File: src/rtl/serdes_link_ctrl.sv
// Link controller for a serializer/deserializer pair: a TX FSM produces load/shift
// strobes for an 8-bit word; an independent RX FSM frames a start/8-data/stop line.
module serdes_link_ctrl #(
  parameter int CLKS_PER_BIT = 4
) (
  input  logic clk,
  input  logic rst_n,
  input  logic tx_valid,
  output logic tx_ready,
  output logic load_en,
  output logic shift_en,
  output logic tx_done,
  input  logic rx_line,
  output logic sample_en,
  output logic cap_en,
  output logic frame_err,
  output logic rx_busy
);

  localparam logic [7:0] DIV_LAST  = 8'(CLKS_PER_BIT - 1);
  localparam logic [7:0] HALF_LAST = 8'(CLKS_PER_BIT / 2 - 1);
  localparam logic [3:0] BIT_LAST  = 4'd7;

  localparam logic [1:0] T_IDLE  = 2'd0;
  localparam logic [1:0] T_LOAD  = 2'd1;
  localparam logic [1:0] T_SHIFT = 2'd2;

  localparam logic [1:0] R_IDLE  = 2'd0;
  localparam logic [1:0] R_START = 2'd1;
  localparam logic [1:0] R_DATA  = 2'd2;
  localparam logic [1:0] R_STOP  = 2'd3;

  logic [1:0] r_tx_state;
  logic [7:0] r_tx_div;
  logic [3:0] r_tx_bits;
  logic       w_tx_tick;

  logic [1:0] r_rx_state;
  logic [7:0] r_rx_div;
  logic [3:0] r_rx_bits;
  logic [1:0] r_sync;
  logic       w_rxs;
  logic       w_rx_tick;

  // NOTE: strobes are decoded straight from registered state with continuous
  // assigns, so they cannot latch and drop to 0 the instant reset asserts.
  assign w_tx_tick = (r_tx_state == T_SHIFT) && (r_tx_div == DIV_LAST);
  assign tx_ready  = (r_tx_state == T_IDLE);
  assign load_en   = (r_tx_state == T_LOAD);
  assign shift_en  = w_tx_tick;
  assign tx_done   = w_tx_tick && (r_tx_bits == BIT_LAST);

  // NOTE: all state uses non-blocking assignments so every flop samples pre-edge values.
  always_ff @(posedge clk or negedge rst_n) begin
    if (!rst_n) begin
      r_tx_state <= T_IDLE;
      r_tx_div   <= '0;
      r_tx_bits  <= '0;
    end else begin
      case (r_tx_state)
        T_IDLE: begin
          r_tx_div  <= '0;
          r_tx_bits <= '0;
          if (tx_valid) r_tx_state <= T_LOAD;
        end
        T_LOAD: begin
          r_tx_div   <= '0;
          r_tx_bits  <= '0;
          r_tx_state <= T_SHIFT;
        end
        T_SHIFT: begin
          if (w_tx_tick) begin
            r_tx_div <= '0;
            if (r_tx_bits == BIT_LAST) begin
              r_tx_bits  <= '0;
              r_tx_state <= T_IDLE;
            end else begin
              r_tx_bits <= r_tx_bits + 4'd1;
            end
          end else begin
            r_tx_div <= r_tx_div + 8'd1;
          end
        end
        default: r_tx_state <= T_IDLE;
      endcase
    end
  end

  // Line idles high, so the synchronizer resets to 1 to avoid a false start bit.
  always_ff @(posedge clk or negedge rst_n) begin
    if (!rst_n) r_sync <= 2'b11;
    else        r_sync <= {r_sync[0], rx_line};
  end

  assign w_rxs     = r_sync[1];
  assign w_rx_tick = (r_rx_div == DIV_LAST);
  assign sample_en = (r_rx_state == R_DATA) && w_rx_tick;
  assign cap_en    = (r_rx_state == R_STOP) && w_rx_tick && w_rxs;
  assign frame_err = (r_rx_state == R_STOP) && w_rx_tick && !w_rxs;
  assign rx_busy   = (r_rx_state != R_IDLE);

  always_ff @(posedge clk or negedge rst_n) begin
    if (!rst_n) begin
      r_rx_state <= R_IDLE;
      r_rx_div   <= '0;
      r_rx_bits  <= '0;
    end else begin
      case (r_rx_state)
        R_IDLE: begin
          r_rx_div  <= '0;
          r_rx_bits <= '0;
          if (!w_rxs) r_rx_state <= R_START;
        end
        R_START: begin
          // Re-check the line half a bit in; a high line here was only a glitch.
          if (r_rx_div == HALF_LAST) begin
            r_rx_div   <= '0;
            r_rx_state <= w_rxs ? R_IDLE : R_DATA;
          end else begin
            r_rx_div <= r_rx_div + 8'd1;
          end
        end
        R_DATA: begin
          if (w_rx_tick) begin
            r_rx_div <= '0;
            if (r_rx_bits == BIT_LAST) begin
              r_rx_bits  <= '0;
              r_rx_state <= R_STOP;
            end else begin
              r_rx_bits <= r_rx_bits + 4'd1;
            end
          end else begin
            r_rx_div <= r_rx_div + 8'd1;
          end
        end
        R_STOP: begin
          if (w_rx_tick) begin
            r_rx_div   <= '0;
            r_rx_state <= R_IDLE;
          end else begin
            r_rx_div <= r_rx_div + 8'd1;
          end
        end
        default: r_rx_state <= R_IDLE;
      endcase
    end
  end

endmodule

File: config.mk
export PLATFORM = sky130hd
export DESIGN_NAME = serdes_link_ctrl
export DESIGN_NICKNAME = d
export VERILOG_FILES = /design/src/rtl/serdes_link_ctrl.sv
export SDC_FILE = /design/constraint.sdc
export NUM_CORES = 1
export LEC_CHECK = 0
export ABC_AREA = 1
export CELL_PAD_IN_SITES_DETAIL_PLACEMENT = 0
export CELL_PAD_IN_SITES_GLOBAL_PLACEMENT = 1
export CORE_ASPECT_RATIO = 1.1
export CORE_MARGIN = 2
export CORE_UTILIZATION = 44
export DETAILED_ROUTE_END_ITERATION = 10
export PLACE_DENSITY_LB_ADDON = 0.1
export SLEW_MARGIN = 10
export SYNTH_ARGS = -nofsm -noshare
export SYNTH_HDL_FRONTEND = slang
export SYNTH_SLANG_ARGS = --single-unit
File: constraint.sdc
create_clock -name clk -period 1.6 [get_ports clk]
set_input_delay 0.16 -clock clk [delete_from_list [all_inputs] [get_ports clk]]
set_output_delay 0.16 -clock clk [all_outputs]
set_load 0.02 [all_outputs]
After elaboration in Yosys (flattened, before gate mapping)
Index checks and enable logic that the tools add are counted.
{"block": "word_totals", "regBits": 30, "latch_bits": 0, "mem_bits_rw": 0, "mem_bits_ro": 0, "inputBits": 4, "output_inout_bits": 8, "wordCells": 69, "memories": 0}
{"block": "classes", "add_sub_neg": 4, "n_mul": 0, "div_mod_pow": 0, "magnitude_cmp": 0, "eq_ne": 18, "shift": 0, "muxes": 22, "n_bitwise": 0, "reduce_logical": 18}
{"operator": "$mux W8", "n": 3}
{"operator": "$pmux W8 S3", "n": 1}
{"operator": "$mux W2", "n": 9}
{"operator": "$add A8 B1 Y8 const B", "n": 2}
{"operator": "$eq A8 B2 Y1 const B", "n": 2}
{"operator": "$mux W4", "n": 4}
{"operator": "$pmux W4 S2", "n": 2}
{"operator": "$pmux W8 S2", "n": 1}
{"operator": "$ne A2 B2 Y1 const B", "n": 6}
{"operator": "$add A4 B1 Y4 const B", "n": 2}
{"operator": "$eq A4 B3 Y1 const B", "n": 2}
{"operator": "$eq A8 B1 Y1 const B", "n": 1}
{"operator": "$pmux W2 S4", "n": 1}
{"operator": "$eq A2 B2 Y1 const B", "n": 3}
{"operator": "$logic_and A1 B1 Y1", "n": 6}
{"operator": "$pmux W2 S3", "n": 1}
{"operator": "$reduce_bool A2 Y1", "n": 3}
{"operator": "$reduce_and A5 Y1", "n": 1}
{"operator": "$eq A2 B1 Y1 const B", "n": 2}
{"operator": "$logic_not A2 Y1", "n": 2}
{"operator": "$ne A2 B1 Y1 const B", "n": 2}
{"operator": "$reduce_and A2 Y1", "n": 2}
{"operator": "$reduce_or A2 Y1", "n": 2}
{"operator": "$reduce_and A3 Y1", "n": 1}
{"operator": "$logic_not A1 Y1", "n": 1}

Depth between registers and ports, before layout
{"block": "logic_depth", "word_depth": 4, "ltp_mapped": 8, "mapped_depth_nobuf": 8}

Least setup slack after synthesis
Ideal clock, no wire load.
{"block": "synth_timing", "path_type": "register -> output", "from": "register r_tx_div[0]", "to": "output tx_done", "arrival_time_ns": 1.516, "required_time_ns": 1.440, "slack_ns": -0.076, "path_stages_with_launch": 6, "n_path_buf": 0, "cell_sequence": "dfrtp_1 -> ha_1 -> nand3_1 -> nor2_2 -> inv_2 -> nor4_1"}
{"block": "synth_between", "elab_chain_len": 3}
{"item": "start, declared", "line_no": "34", "rtl": "logic [7:0] r_tx_div;"}
{"item": "start signal, assigned", "line_no": "81", "rtl": "r_tx_div <= r_tx_div + 8'd1;"}
{"item": "$eq A8 B2 Y1", "line_no": "47", "rtl": "assign w_tx_tick = (r_tx_state == T_SHIFT) && (r_tx_div == DIV_LAST);"}
{"item": "$logic_and A1 B1 Y1", "line_no": "47"}
{"item": "$logic_and A1 B1 Y1", "line_no": "51", "rtl": "assign tx_done = w_tx_tick && (r_tx_bits == BIT_LAST);"}
{"item": "end, declared", "line_no": "12", "rtl": "output logic tx_done,"}
No other way between the ends.

Worst setup path after layout
{"block": "layout_timing", "from": "register r_rx_div[2]", "to": "output sample_en"}
{"block": "layout_between", "elab_chain_len": 2}
{"item": "start, declared", "line_no": "39", "rtl": "logic [7:0] r_rx_div;"}
{"item": "start signal, assigned", "line_no": "120", "rtl": "r_rx_div <= r_rx_div + 8'd1;"}
{"item": "start signal, assigned", "line_no": "133", "rtl": "r_rx_div <= r_rx_div + 8'd1;"}
{"item": "start signal, assigned", "line_no": "141", "rtl": "r_rx_div <= r_rx_div + 8'd1;"}
{"item": "$eq A8 B2 Y1", "line_no": "96", "rtl": "assign w_rx_tick = (r_rx_div == DIV_LAST);"}
{"item": "$logic_and A1 B1 Y1", "line_no": "97", "rtl": "assign sample_en = (r_rx_state == R_DATA) && w_rx_tick;"}
{"item": "end, declared", "line_no": "14", "rtl": "output logic sample_en,"}
No other way between the ends.

==> summary.md <==
| Metric | Value |
|---|---|
| Initial Utilization | `around 45%` |
| Sum of routed wire length over all layers | `around 3500 µm` |
| Critical path data required time | `between 1 and 1.5 ns` |
| Post-Layout Inst Area | `2200 µm²` |
| Number of buffers on the longest clock path | `2` |
| Combined area of all synthesized cells | `~1600 µm²` |
| Total number of clock tree sinks | `30` |
| Switching Fraction | `38.3%` |
| Synth unique cells | `32` |
| Tightest Pin Transition | `around 0.39 ns` |
| Start-to-end type of the worst setup path | `register to output port` |
| Overall routing resource usage | `between 10% and 20%` |
| Leading area contributor after synthesis | `sky130_fd_sc_hd__dfrtp_1` |
| Core outline area | `~3600 µm²` |
| Number of global-route vias before repair | `around 1400` |
| Total of max-cap violations | `0` |
| Fmax | `~630 MHz` |
| Worst Reg-to-Reg Cells | `7` |
| Hold Vio Cnt, Final | `0` |
| DRC violations left | `0` |
| Endpoint type of the worst setup path | `output port` |
| Pre-antenna DRT Iters | `4` |
| End point of the critical path | `sample_en` |
| Most frequent cells in the layout | `38 x sky130_fd_sc_hd__buf_4, 36 x sky130_fd_sc_hd__nand2_1, 28 x sky130_fd_sc_hd__dfrtp_1` |
| Biggest area contributors in the synthesized netlist | `sky130_fd_sc_hd__dfrtp_1 43%, sky130_fd_sc_hd__nand2_1 8.4%, sky130_fd_sc_hd__nor2_1 4.9%` |
| Logic gate share of total power | `around 48%` |
| Switching power summed over all nets | `roughly 1.3 mW` |
| Number of register bits inferred by synthesis | `30` |
| Number of nets produced by synthesis | `roughly 200` |
| Die extent in y | `67.6 µm` |
| Via-per-instance ratio | `4.84` |
| Element type at the critical path start | `register` |
| Area added between synthesis and finish | `36.1%` |
| Portion of the clock cycle consumed by the worst path in the final layout | `just under 100%` |
| Half-perimeter wire length after placement | `around 2500 µm` |
| Count of input and output buffers | `11` |
| Final Instance Count excl. Fillers | `290` |
| Final Net Count | `248` |
| Clock edge transition at the registers on the reported setup and hold paths | `approximately 0.060 ns` |
| Mean post-synth cell area | `roughly 8.7 µm²` |
| RSZ-0062 raised after global routing | `true` |
| Synth Instances | `between 150 and 200` |
| CP Data Arrival Time | `1.43 ns` |
| H-Tree Depth | `2` |
| Proportion of netlist area held by the largest area contributor | `between 40% and 50%` |
| Final period demand of the worst path | `between 1.5 and 2 ns` |
| Cell chosen for the clock root | `sky130_fd_sc_hd__clkbuf_8` |
| Fin. max-slew vios | `0` |
| Number of I/O pins | `12` |
| Share of the yosys chip area belonging to registers | `46.6%` |
| Path type of the worst min-delay path | `input pin to asynchronous set/reset pin` |
| End of the worst register-to-register path | `r_rx_state[0]` |
| Run status | `finished, final reports clean` |
| Detail-routed net length per standard cell | `roughly 12 µm` |
| Grt total ovfl | `0` |
| Row cnt | `23` |
| Fraction of layout instances using a drive strength above 1 | `between 30% and 40%` |
| Antenna cell count | `0` |
| Worst-case vdd ir drop | `around 0.64 mV` |
| Wire length of the first global-routing pass | `roughly 5800 µm` |
| Most common cell after layout, fill and taps aside | `sky130_fd_sc_hd__buf_4` |
| Power Internal | `a little over 2 mW` |
| Count of warnings emitted by yosys | `0` |
| DR vias | `~1400` |
| Die area | `roughly 4200 µm²` |
| Static leakage | `around 1.1 nW` |
| Worst skew pair latency | `roughly 0.28 ns` |
| Cells after DPL | `~280` |
| Critical register-to-register path startpoint | `r_rx_div[1]` |
| Pin count of the biggest net entering global routing | `31` |
| Internal reg-to-reg setup slack | `around 0.11 ns` |
| Pwr/cell area | `1530 nW/µm²` |
| Floorplan die width | `roughly 62 µm` |
| CTS tree | `done` |
| Weighted congestion at the end of routability-driven global placement | `0.803` |
| Number of antenna violations at the first check in global routing | `0` |
| Inserted Clock Buffers | `5` |
| Post-detailed-route count of antenna-violating nets | `0` |
| Post-DP Area | `approximately 2000 µm²` |
| Startpoint of the most critical setup path | `r_rx_div[2]` |
| Sequential share of power | `about a third` |
| Count of routing violations after the opening detailed-route iteration | `82` |
| Count of final setup violators | `0` |
| Share of total power in the clock network | `a little under a fifth` |
| Largest fanout on the critical path | `3` |
| Final setup skew | `about 0.003 ns` |
| Rel. slew slack | `about 74%` |
cells by family after synthesis:
family,Yosys count,share of synthesized area [%]
buffers and inverters,21,4.87
XOR/XNOR,8,4.33
AO/OA/AOI/OAI,24,9.82
AND/OR/NAND/NOR,97,29.9
multiplexers,1,0.619
adder cells (fa/ha/maj),5,3.87
flip-flops,30,46.6
area by class of cell:
cell class / instances / area [µm²]
clock buffers: 7 / 86.3
well taps: 50 / 62.6
repair buffers: 46 / 358
multi-input cells: 135 / 858
clock inverters: 1 / 5.00
inverters: 21 / 78.8
flip-flops and latches: 30 / 753
fillers: 334 / 1400
sequential cells by signal, indices dropped and copies added (netlist names), named ones only:
| register | count |
|---|---|
| r_rx_state | 1 |
| r_tx_bits | 4 |
| r_rx_bits | 4 |
| r_tx_state | 2 |
| r_tx_div | 8 |
| r_sync | 2 |
| r_rx_div | 8 |
per-stage QoR:
step	setup TNS, ns	worst slack [ns]	power [mW]	util [%]	hold slack (ns)
2_1_floorplan	0	0.159	2.01	-	-0.136
3_3_place_gp	-0.762	-0.170	2.55	56.2	0.349
3_5_place_dp	-0.905	-0.226	2.60	56.2	0.356
4_1_cts	-0.440	-0.157	3.29	59.2	0.277
5_1_grt	-0.277	-0.0688	3.64	61.2	0.282
6_report	0	0.0108	3.37	61.2	0.269
critical path, cell delays in order (launching register included):
cell and delay, ns:
sky130_fd_sc_hd__dfrtp_1 0.42, sky130_fd_sc_hd__nor2_4 0.15, sky130_fd_sc_hd__nand2_4 0.10, sky130_fd_sc_hd__nor4_4 0.28, sky130_fd_sc_hd__buf_4 0.20
routing by layer:
metal | track usage [%] | wire, µm | vias up
met5 | 0 | 0 | -
met4 | 8.78 | 94 | 0
met3 | 5.17 | 92 | 8
met2 | 33.0 | 1790 | 16
met1 | 22.3 | 1480 | 667
li1 | - | - | 714
synthesized netlist by cell type (all sizes together):
master  instances
a22o            1
nor2           30
nand2          40
a21oi           7
nand4           6
nor4            2
o22ai           3
nor3            1
dfstp           2
nand3b          1
dfrtp          28
or3             1
and2            1
or2             1
xnor2           3
o31ai           1
mux2i           1
o21ai          11
inv            21
ha              5
o21bai          1
nor3b           2
nand3          12
xor2            5
worst min-delay path by stage:
stage                          from                         end  slack (ns)  depth (start not counted)
after floorplan               rst_n  asynchronous set/reset pin       -0.14                          0
after global placement    r_sync[0]                   r_sync[1]        0.35                          0
after detailed placement  r_sync[0]                   r_sync[1]        0.36                          0
after CTS                     rst_n                 r_rx_div[2]        0.28                          2
after global routing        rx_line                   r_sync[0]        0.28                          1
final                         rst_n                 r_rx_div[2]        0.27                          2
power by group through the flow:
| stage | clock [mW] | sequential [mW] | combinational (mW) |
|---|---|---|---|
| finish | 0.628 | 1.12 | 1.61 |
| global route | 0.691 | 1.15 | 1.80 |
| CTS | 0.653 | 1.11 | 1.53 |
| detailed placement | 0 | 1.12 | 1.49 |
| global placement | 0 | 1.10 | 1.46 |
| floorplan | 0 | 1.18 | 0.825 |
timing repair:
action,in CTS,in global routing
pin swaps,1,7
hold buffers,0,0
gates cloned,0,0
gates resized for setup,25,19
setup endpoints to repair,8,6
buffers inserted,2,3
(Power assumes the default switching activity.)
